==> config.mk <==
export PLATFORM = sky130hd
export DESIGN_NAME = mean32_calc
export DESIGN_NICKNAME = d
export VERILOG_FILES = /design/src/rtl/mean32_pkg.sv /design/src/rtl/lane_adder.sv /design/src/rtl/mean32_calc.sv
export SDC_FILE = /design/constraint.sdc
export NUM_CORES = 1
export LEC_CHECK = 0
export ABC_AREA = 1
export CAP_MARGIN = 40
export CORE_MARGIN = 8
export CORE_UTILIZATION = 50
export CTS_CLUSTER_DIAMETER = 120
export DETAILED_ROUTE_END_ITERATION = 10
export DONT_BUFFER_PORTS = 1
export GPL_ROUTABILITY_DRIVEN = 1
export PLACE_DENSITY = 0.68
export SETUP_SLACK_MARGIN = 0.2
export SYNTH_ARGS = -nofsm -noshare
export SYNTH_HDL_FRONTEND = slang
export SYNTH_SLANG_ARGS = --single-unit
==> constraint.sdc <==
create_clock -name clk -period 3.7 [get_ports clk]
set_input_delay 0.37 -clock clk [delete_from_list [all_inputs] [get_ports clk]]
set_output_delay 0.37 -clock clk [all_outputs]
set_load 0.01 [all_outputs]
==> src/rtl/mean32_pkg.sv <==
// Shared constants and state encoding for the 32-sample mean calculator.
package mean32_pkg;

  localparam int unsigned N_ELEM = 32;
  localparam int unsigned DW     = 8;
  localparam int unsigned SUM_W  = 13;
  localparam int unsigned SHIFT  = 5;

  typedef enum logic [1:0] {
    IDLE,
    ACC,
    FIN
  } state_e;

endpackage

==> src/rtl/lane_adder.sv <==
// Combinational sum of LANES unsigned samples into a SUM_W-bit result.
module lane_adder
  import mean32_pkg::*;
#(
  parameter int unsigned LANES = 1
) (
  input  logic [DW-1:0]    lanes [LANES],
  output logic [SUM_W-1:0] sum
);

  always_comb begin
    sum = '0;
    for (int l = 0; l < LANES; l++) begin
      sum = sum + SUM_W'(lanes[l]);
    end
  end

endmodule

==> src/rtl/mean32_calc.sv <==
// Truncated mean of 32 unsigned 8-bit samples, consuming LANES samples per accumulate cycle.
module mean32_calc
  import mean32_pkg::*;
#(
  parameter int unsigned LANES = 1
) (
  input  logic          clk,
  input  logic          rst,
  input  logic          start,
  input  logic [DW-1:0] data [1:N_ELEM],
  output logic          ready,
  output logic          done,
  output logic [DW-1:0] mean
);

  localparam int unsigned IW = 6;
  localparam logic [IW-1:0] LAST_IDX = IW'(N_ELEM - LANES + 1);

  state_e             state_q, state_d;
  logic [SUM_W-1:0]   acc_q;
  logic [IW-1:0]      idx_q;
  logic [DW-1:0]      mean_q;

  logic [DW-1:0]      chunk [LANES];
  logic [4:0]         base;
  logic [SUM_W-1:0]   chunk_sum;
  logic [SUM_W-1:0]   total;
  logic               last;

  // Zero-based window start; 5-bit wrap keeps every lane index in range even while idle.
  always_comb begin
    base = 5'(idx_q - IW'(1));
    for (int l = 0; l < LANES; l++) begin
      chunk[l] = data[int'(5'(base + 5'(l))) + 1];
    end
  end

  lane_adder #(
    .LANES (LANES)
  ) u_lane_adder (
    .lanes (chunk),
    .sum   (chunk_sum)
  );

  assign total = acc_q + chunk_sum;
  assign last  = (state_q == ACC) && (idx_q == LAST_IDX);

  always_ff @(posedge clk or negedge rst) begin
    if (!rst) begin
      state_q <= IDLE;
    end else begin
      state_q <= state_d;
    end
  end

  always_comb begin
    state_d = state_q;
    unique case (state_q)
      IDLE:    if (start) state_d = ACC;
      ACC:     if (last) state_d = FIN;
      FIN:     state_d = IDLE;
      default: state_d = IDLE;
    endcase
  end

  always_comb begin
    ready = (state_q == IDLE);
    done  = (state_q == FIN);
  end

  always_ff @(posedge clk or negedge rst) begin
    if (!rst) begin
      acc_q  <= '0;
      idx_q  <= '0;
      mean_q <= '0;
    end else begin
      unique case (state_q)
        IDLE: begin
          if (start) begin
            acc_q <= '0;
            idx_q <= IW'(1);
          end
        end
        ACC: begin
          acc_q <= total;
          idx_q <= idx_q + IW'(LANES);
          if (last) mean_q <= total[SHIFT +: DW];
        end
        default: ;
      endcase
    end
  end

  assign mean = mean_q;

endmodule

Yosys cells after proc, flatten, opt, wreduce, memory -nomap -nowiden
Index checks and enable logic that the tools add are counted.
{"block": "word_totals", "ff_bits": 29, "input_bits": 259, "output_inout_bits": 10}
{"block": "op_classes", "add_sub_neg": 4, "magnitude_cmp": 1, "n_eq_ne": 5, "muxes": 10, "bitwise": 1, "reduce_logical": 6}
{"cell": "$bmux 8 s6", "count": 1}
{"cell": "$ge 32x7->1 const B", "count": 1}
{"cell": "$not 6->32", "count": 1}
{"cell": "$pmux 13 s2", "count": 1}
{"cell": "$mux 8", "count": 2}
{"cell": "$add 13x8->13", "count": 1}
{"cell": "$mux 13", "count": 1}
{"cell": "$pmux 6 s2", "count": 1}
{"cell": "$add 5x1->6 const B", "count": 1}
{"cell": "$add 6x1->6 const B", "count": 1}
{"cell": "$eq 6x6->1 const B", "count": 1}
{"cell": "$mux 6", "count": 1}
{"cell": "$reduce_and 2->1", "count": 3}
{"cell": "$sub 5x1->5 const B", "count": 1}
{"cell": "$mux 2", "count": 2}
{"cell": "$ne 2x2->1 const B", "count": 2}
{"cell": "$pmux 2 s2", "count": 1}
{"cell": "$eq 2x1->1 const B", "count": 1}
{"cell": "$eq 2x2->1 const B", "count": 1}
{"cell": "$logic_not 2->1", "count": 1}
{"cell": "$reduce_bool 2->1", "count": 1}
{"cell": "$logic_and 1x1->1", "count": 1}

Longest topological paths before layout
Gate-level depths: netlist of run 1.
{"block": "depth", "ltp_word": 8, "mapped_depth": 27, "ltp_nobuf": 24}

Modules after synthesis
Synthesis of run 1 repeated with hierarchy kept, for this count alone.
{"block": "unflattened", "cells_unflattened": 1070, "hier_area_um2": 5158.7}
{"mod": "mean32_calc", "instances": 1, "cells_each": 1056, "area_per_inst_um2": 5057.4, "seq_area_each_um2": 725.7}
{"mod": "lane_adder", "instances": 1, "cells_each": 14, "area_per_inst_um2": 101.3, "seq_area_each_um2": 0.0}

Least setup slack after synthesis of run 1
Ideal clock, no wire load.
{"block": "synth_path", "path_kind": "reg2reg", "start": "register idx_q[0]", "end": "register mean_q[3], in the netlist mean[3]", "setup_time_ns": 0.118, "arrival_ns": 3.439, "setup_slack_ns": 0.144, "stages_incl_launch_ff": 27, "synth_period_minus_slack_ns": 3.556, "path_cell_list": "dfrtp_1 > inv_2 > clkbuf_1 > ha_1 > inv_2 > nand2_1 > buf_4 > buf_4 > nor2_1 > nor2_1 > nand2_1 > nand2_1 > nand2_1 > nand3_1 > nand3_1 > nand2_1 > ha_1 > fa_1 > nand2_1 > inv_1 > a21oi_1 > inv_1 > nand2_1 > nand3_1 > nor2_1 > nand3b_1 > nand2_1"}
{"block": "synth_between", "elab_chain_len": 7}
{"item": "start, declared", "line": "mean32_calc.sv:21", "source": "logic [IW-1:0] idx_q;"}
{"item": "start signal, assigned", "line": "mean32_calc.sv:86", "source": "idx_q <= idx_q + IW'(LANES);"}
{"item": "$sub 5x1->5", "line": "mean32_calc.sv:32", "source": "base = 5'(idx_q - IW'(1));"}
{"item": "$add 5x1->6", "line": "mean32_calc.sv:34", "source": "chunk[l] = data[int'(5'(base + 5'(l))) + 1];"}
{"item": "$not 6->32 (implied by the code)", "line": "mean32_calc.sv:34"}
{"item": "$bmux 8 s6", "line": "mean32_calc.sv:34"}
{"item": "$mux 8 (implied by the code) (2 in a row)", "line": "mean32_calc.sv:34"}
{"item": "$add 13x8->13", "line": "mean32_calc.sv:45", "source": "assign total = acc_q + chunk_sum;"}
{"item": "end signal, assigned", "line": "mean32_calc.sv:87", "source": "if (last) mean_q <= total[SHIFT +: DW];"}
{"item": "end, declared", "line": "mean32_calc.sv:22", "source": "logic [DW-1:0] mean_q;"}
Parallel ways exist; a longest one is shown, timed or not. The select of a mux whose other input is x is not followed.
A chain may end at the register's enable or synchronous reset.

Final worst setup path of run 1
{"block": "layout_path", "start": "register idx_q[1]", "end": "register acc_q[10]"}
{"block": "layout_between", "elab_chain_len": 8}
{"item": "$sub 5x1->5", "line": "mean32_calc.sv:32"}
{"item": "$add 5x1->6", "line": "mean32_calc.sv:34"}
{"item": "$not 6->32 (implied by the code)", "line": "mean32_calc.sv:34"}
{"item": "$bmux 8 s6", "line": "mean32_calc.sv:34"}
{"item": "$mux 8 (implied by the code) (2 in a row)", "line": "mean32_calc.sv:34"}
{"item": "$add 13x8->13", "line": "mean32_calc.sv:45"}
{"item": "$pmux 13 s2", "line": "mean32_calc.sv:77", "source": "unique case (state_q)"}
{"item": "end signal, assigned", "line": "mean32_calc.sv:85", "source": "acc_q <= total;"}
{"item": "end, declared", "line": "mean32_calc.sv:20", "source": "logic [SUM_W-1:0] acc_q;"}
No other way between the ends. The select of a mux whose other input is x is not followed.

==> impl_metrics.toml, run 1 <==
[outcome]
status = "completed"

[final_layout]
final_area_um2 = 5530
nFillCells = 1104
fin_nets = 1299
syn_to_final_growth_pct = 9.43
final_common_cell = "nand2_1"
layout_common_cells = "nand2_1 (426), nor2_1 (180), inv_1 (148)"
drive_gt1_frac = 0.0739
multi_input_area_um2 = 3570
final_util = 0.566
final-seq-area_um2 = 727

[logic_synthesis]
synthCells = 1028
synthArstFlopShare = 1.00
synth_top_area_share = 0.318
synth_top_cell_by_area = "nand2_1"
yosys_warnings = 0
yosysSeqAreaShare = 0.144
synth_seq_cells = 29
syn-num-nets = 1299
synthTopCellsByArea = "nand2_1 (32%), dfrtp_1 (14%), nor2_1 (13%)"
synthesis.area_um2 = 5050
synth_ff_type = "dfrtp_1"
synth-edff-count = 0
ys_types = 35
syn_area_per_cell_um2 = 4.92

[pwr]
p_int_w = 0.00308
switching_share = 0.582
power.switching_w = 0.00430
p_comb_frac = 0.874
pwr-share-clk = 0.039
peakVddDrop_uv = 557
power_density_nw_per_um2 = 1340
pwr-share-seq = 0.087
totalPowerFinal_w = 0.00738
p_leak_nw = 3.39

[grt]
grt_pass1_vias = 5405
grt_pass1_wl_um = 27200
track_usage = 0.252
grt_antenna_before_repair = 2
grt-ovfl-total = 0
grt_max_degree = 52

[place]
placed_cell_area_um2 = 5150
port_buffers = 0
hpwl_um = 15000
globalplace.congestion = 0.930
dp_slack_ns = -0.0291

[critical_path]
path_max_fanout = 22
cp.arrival_ns = 3.39
required_ns = 3.86
worst_setup_path_start_kind = "flop"
worstSetupEndpointType = "flop"
path_class = "reg -> reg"

[cts]
clkSinkCount = 29
clock_path_buffers = 2
clock-root-buffer = "clkbuf_8"
clk_latency_ns = 0.28
cts_tree = "done"
numCtsBuffers = 5
htree_levels = 2
clk_pin_slew_ns = 0.06

[routing]
dr.first_iter.drc_count = 531
first_pass_iters = 5
drc_errors = 0
wl_per_cell_um = 15.9
route.vias.total = 5868
viasPerCell = 5.04
routed_wirelength_um = 18500
antenna_left = 0

[floorplanning]
fp.dieH_um = 117
core_area_um2 = 9770
dieArea_um2 = 13600
rows = 36
die_w_um = 117
pin_count = 269
initial_core_util = 0.517

[job]
drv_cap = 0

[timing]
period_share = 0.873
tightest_slew_ns = 0.513
post-route-min-period_ns = 3.23
rsz0062_at_grt = "no"
setup_viol = 0
hold_viol = 0
relSlewSlack = 0.656
clock.fmax_mhz = 309
layout_setup_ws_ns = 0.469
final.setup.tns_ns = 0
finalClockSkew_ns = 0.00544
drv_slew = 0

[hold_path]
hold_path.class = "in -> reg"
cell families after synthesis:
| logic type | Yosys count | share of synthesized area |
|---|---|---|
| fa+ha+maj | 12 | 0.0312 |
| flops | 29 | 0.144 |
| buf+inv | 198 | 0.164 |
| compound gates | 42 | 0.0451 |
| xor+xnor | 4 | 0.00693 |
| simple gates | 743 | 0.609 |
registers in the layout (all words and copies together), names as in the netlist:
signal,flops
idx_q,6
mean,8
acc_q,13
state_q,2
synthesized netlist by cell type (all sizes together) (2+ instances only):
| library cell | count |
|---|---|
| o22ai | 3 |
| or2 | 13 |
| inv | 155 |
| nand4 | 2 |
| a21oi | 10 |
| nand3b | 19 |
| a22o | 2 |
| o21ai | 25 |
| xor2 | 2 |
| nor2 | 184 |
| nand2 | 439 |
| ha | 11 |
| dfrtp | 29 |
| xnor2 | 2 |
| nand3 | 85 |
| buf | 34 |
| clkbuf | 8 |
per-layer routing:
metal	vias to the layer above	GRT usage	wire [um]
li1	3070	-	-
met1	2511	0.293	7470
met2	250	0.446	8880
met3	37	0.0595	1660
met4	0	0.0759	509
met5	-	0	0
critical path, stage by stage, from the launching register on:
cell	delay, ns
dfrtp_1	0.38
inv_2	0.08
ha_4	0.38
nand2_8	0.15
buf_4	0.20
or2_1	0.22
nand3_1	0.08
nand2_1	0.07
nand2_1	0.07
nand3_1	0.11
nand3_1	0.10
nand2_1	0.08
fa_2	0.34
nand2_1	0.07
inv_1	0.06
a21oi_2	0.15
inv_1	0.06
nand2_1	0.07
nand3_2	0.12
nand2_1	0.11
nand2_1	0.07
nand3_1	0.07
o21ai_1	0.08
metrics by stage:
step,std cells,hold slack [ns]
floorplan,1028,0.0744
global placement,1141,0.0757
detailed placement,1141,0.0754
CTS,1151,0.389
global route,1164,0.426
finish,1164,0.397
final timing paths:
check,cells past startpoint,to,slack (ns),start
min reg2reg,2,acc_q[6],0.50,acc_q[6]
min in group asynchronous,2,acc_q[7],0.52,rst
max,22,acc_q[10],0.47,idx_q[1]
min,3,idx_q[4],0.40,start
max in group asynchronous,2,idx_q[0],2.99,rst
max reg2reg,22,acc_q[10],0.47,idx_q[1]
power groups by stage:
stage,Sequential (W),Combinational (W),Clock [W]
after floorplan,0.000616,0.00467,0
after global placement,0.000640,0.00581,0
after detailed placement,0.000642,0.00587,0
after CTS,0.000640,0.00597,0.000295
after global routing,0.000664,0.00729,0.000309
final,0.000639,0.00646,0.000288
layout make-up:
class | count | area share
Antenna cell | 2 | 0.000905
Clock buffer | 7 | 0.0174
Clock inverter | 1 | 0.000905
Inverter | 156 | 0.106
Multi-Input combinational cell | 801 | 0.645
Sequential cell | 29 | 0.131
Tap cell | 133 | 0.0301
Timing Repair Buffer | 35 | 0.0674
what timing repair did:
item / 4_1_cts / 5_1_grt
endpoints found under the setup margin: 8 / 13
hold endpoints to repair: 29 / 0
buffers inserted: 0 / 9
hold buffers: 2 / 0
pin swaps: 0 / 5
cloned: 0 / 2
gates resized for setup: 6 / 26
Power figures use the tool's default switching activity.
==> inputs of run 2 (changes only) <==
--- a/config.mk
+++ b/config.mk
@@ -14,6 +14,7 @@
 export DONT_BUFFER_PORTS = 1
 export GPL_ROUTABILITY_DRIVEN = 1
 export PLACE_DENSITY = 0.68
+export REMOVE_ABC_BUFFERS = 1
 export SETUP_SLACK_MARGIN = 0.2
 export SYNTH_ARGS = -nofsm -noshare
 export SYNTH_HDL_FRONTEND = slang
==> run 2 against run 1 <==
Final area decreased by 1.1%. Hold slack got worse by 0.0055 ns. Worst setup slack got worse by 0.049 ns. Utilization decreased by 0.60 points. Maximum frequency decreased by 1.5%. Global-route usage increased by 0.13 points. Clock power increased by 5%. First-iteration DRC count decreased by 9.0%. Largest power group unchanged. Cell count decreased by 0.26%. Critical path depth increased by 1. Sequential power increased by 3%. Critical path type unchanged. Die area unchanged. Highest routed layer unchanged.
==> impl_metrics.toml, run 2 (synthesized netlist as in run 1, its figures left out) <==
[outcome]
status = "completed"

[final_layout]
stdcell_count = 1161
fin_nets = 1297
largest_register_ff_count = 13
syn_to_final_growth_pct = 8.27
drive_gt1_frac = 0.0701
layout_common_cells = "nand2_1 (426), nor2_1 (180), inv_1 (148)"
top_register = "acc_q"
final_util = 0.560
final_common_cell = "nand2_1"

[routing]
drc_errors = 0
routed_wirelength_um = 18400
route.vias.total = 5989
first_pass_iters = 5
dr.first_iter.drc_count = 483
antenna_left = 0
wl_per_cell_um = 15.9
viasPerCell = 5.16

[cts]
clk_latency_ns = 0.29
cts_tree = "done"
numCtsBuffers = 5
clkSinkCount = 29
clock-root-buffer = "clkbuf_8"
clk_pin_slew_ns = 0.07
htree_levels = 2
clock_path_buffers = 2

[timing]
clock.fmax_mhz = 305
rsz0062_at_grt = "no"
finalClockSkew_ns = 0.00645
worst_hold_slack_ns = 0.391
tightest_slew_ns = 0.464
relSlewSlack = 0.689
post-route-min-period_ns = 3.28
hold_viol = 0
period_share = 0.886
setup_viol = 0
drv_slew = 0
final.setup.tns_ns = 0

[critical_path]
path_class = "reg -> reg"
crit_family = "simple AND/OR/NAND/NOR gates"
cp_slowest_stage_delay_ns = 0.39
path_buf_inv = 4
worstSetupEndpointType = "flop"
path_max_fanout = 15
cp.arrival_ns = 3.44
path_cells = "inv_2 -> ha_4 -> nand2_4 -> buf_12 -> or2_0 -> nand3_1 -> nand2_1 -> nand2_1 -> nand3_1 -> nand3_1 -> nand2_1 -> ha_1 -> fa_2 -> nand2_1 -> inv_1 -> a21oi_2 -> inv_1 -> nand2_1 -> nand3_2 -> nand2_1 -> nand2_1 -> nand3_1 -> o21ai_0"
crit_slowest_cell = "dfrtp_2"
required_ns = 3.86
worst_setup_path_start_kind = "flop"
crit_top_cell = "nand2_1"

[place]
globalplace.congestion = 0.942
post-place-cells = 1143
port_buffers = 0
hpwl_um = 14700

[grt]
grt_antenna_before_repair = 1
grt-ovfl-total = 0
grt_max_degree = 66
grt_util_met1 = 0.298
grt_pass1_wl_um = 27400
track_usage = 0.253
grt_pass1_vias = 5523
use_met2 = 0.433
gr-max-usage-layer = "met2"
grt_use_met3 = 0.0677

[floorplanning]
rows = 36
dieArea_um2 = 13600
die_w_um = 117
initial_core_util = 0.517
pin_count = 269
fp.dieH_um = 117
core_area_um2 = 9770

[pwr]
p_leak_nw = 3.37
switching_share = 0.586
p_int_w = 0.00303
power_density_nw_per_um2 = 1340
pwr-share-seq = 0.090
p_comb_frac = 0.869
totalPowerFinal_w = 0.00732
power.switching_w = 0.00429
peakVddDrop_uv = 533
pwr-share-clk = 0.041

[hold_path]
hold_path.class = "in -> reg"

[job]
drv_cap = 0
## run 2: layout make-up
type	count	area (um^2)
tap	133	166
multi-input combinational	801	3550
fill	1080	4300
sequential	29	727
clock buffer	7	96.3
inverter	156	586
antenna	1	2.50
timing repair buffer	33	340
clock inverter	1	5.00
## run 2: power groups by stage
| stage | Sequential (W) | Combinational, W | Clock (W) |
|---|---|---|---|
| 4_1_cts | 0.000660 | 0.00599 | 0.000304 |
| 5_1_grt | 0.000685 | 0.00719 | 0.000320 |
| 6_report | 0.000657 | 0.00637 | 0.000301 |
| 3_5_place_dp | 0.000663 | 0.00590 | 0 |
| 3_3_place_gp | 0.000661 | 0.00584 | 0 |
| 2_1_floorplan | 0.000715 | 0.00422 | 0 |
## run 2: final timing paths
check / startpoint / to / slack, ns / depth (start not counted)
max: idx_q[0] / acc_q[12] / 0.42 / 23
min in group asynchronous: rst / mean[0] / 0.52 / 2
min reg2reg: acc_q[7] / acc_q[7] / 0.50 / 2
min: start / idx_q[4] / 0.39 / 3
max reg2reg: idx_q[0] / acc_q[12] / 0.42 / 23
max in group asynchronous: rst / idx_q[0] / 3.00 / 2
## run 2: tightest hold or removal path: cells and delay by family
family	cells	cell delay, ns
AND/OR/NAND/NOR	1	0.05
AO/OA/AOI/OAI	2	0.21
## run 2: layer usage
| metal | vias to the layer above | wire (um) |
|---|---|---|
| met5 | - | 0 |
| met4 | 0 | 428 |
| met3 | 35 | 2010 |
| met2 | 300 | 8680 |
| met1 | 2596 | 7290 |
| li1 | 3058 | - |
## run 2: metrics by stage
stage | cell area, um^2 | setup slack [ns]
5_1_grt | 5470 | 0.181
4_1_cts | 5340 | 0.225
6_report | 5470 | 0.420
2_1_floorplan | 4810 | -2.28
3_5_place_dp | 5180 | 0.0276
3_3_place_gp | 5180 | 0.152
## run 2: timing repair
item	in CTS	in global routing
gates cloned	0	1
setup endpoints to repair	6	15
resized for setup	4	21
hold buffers	2	0
pin swaps	1	3
setup buffers	0	6
endpoints found under the hold margin	29	0
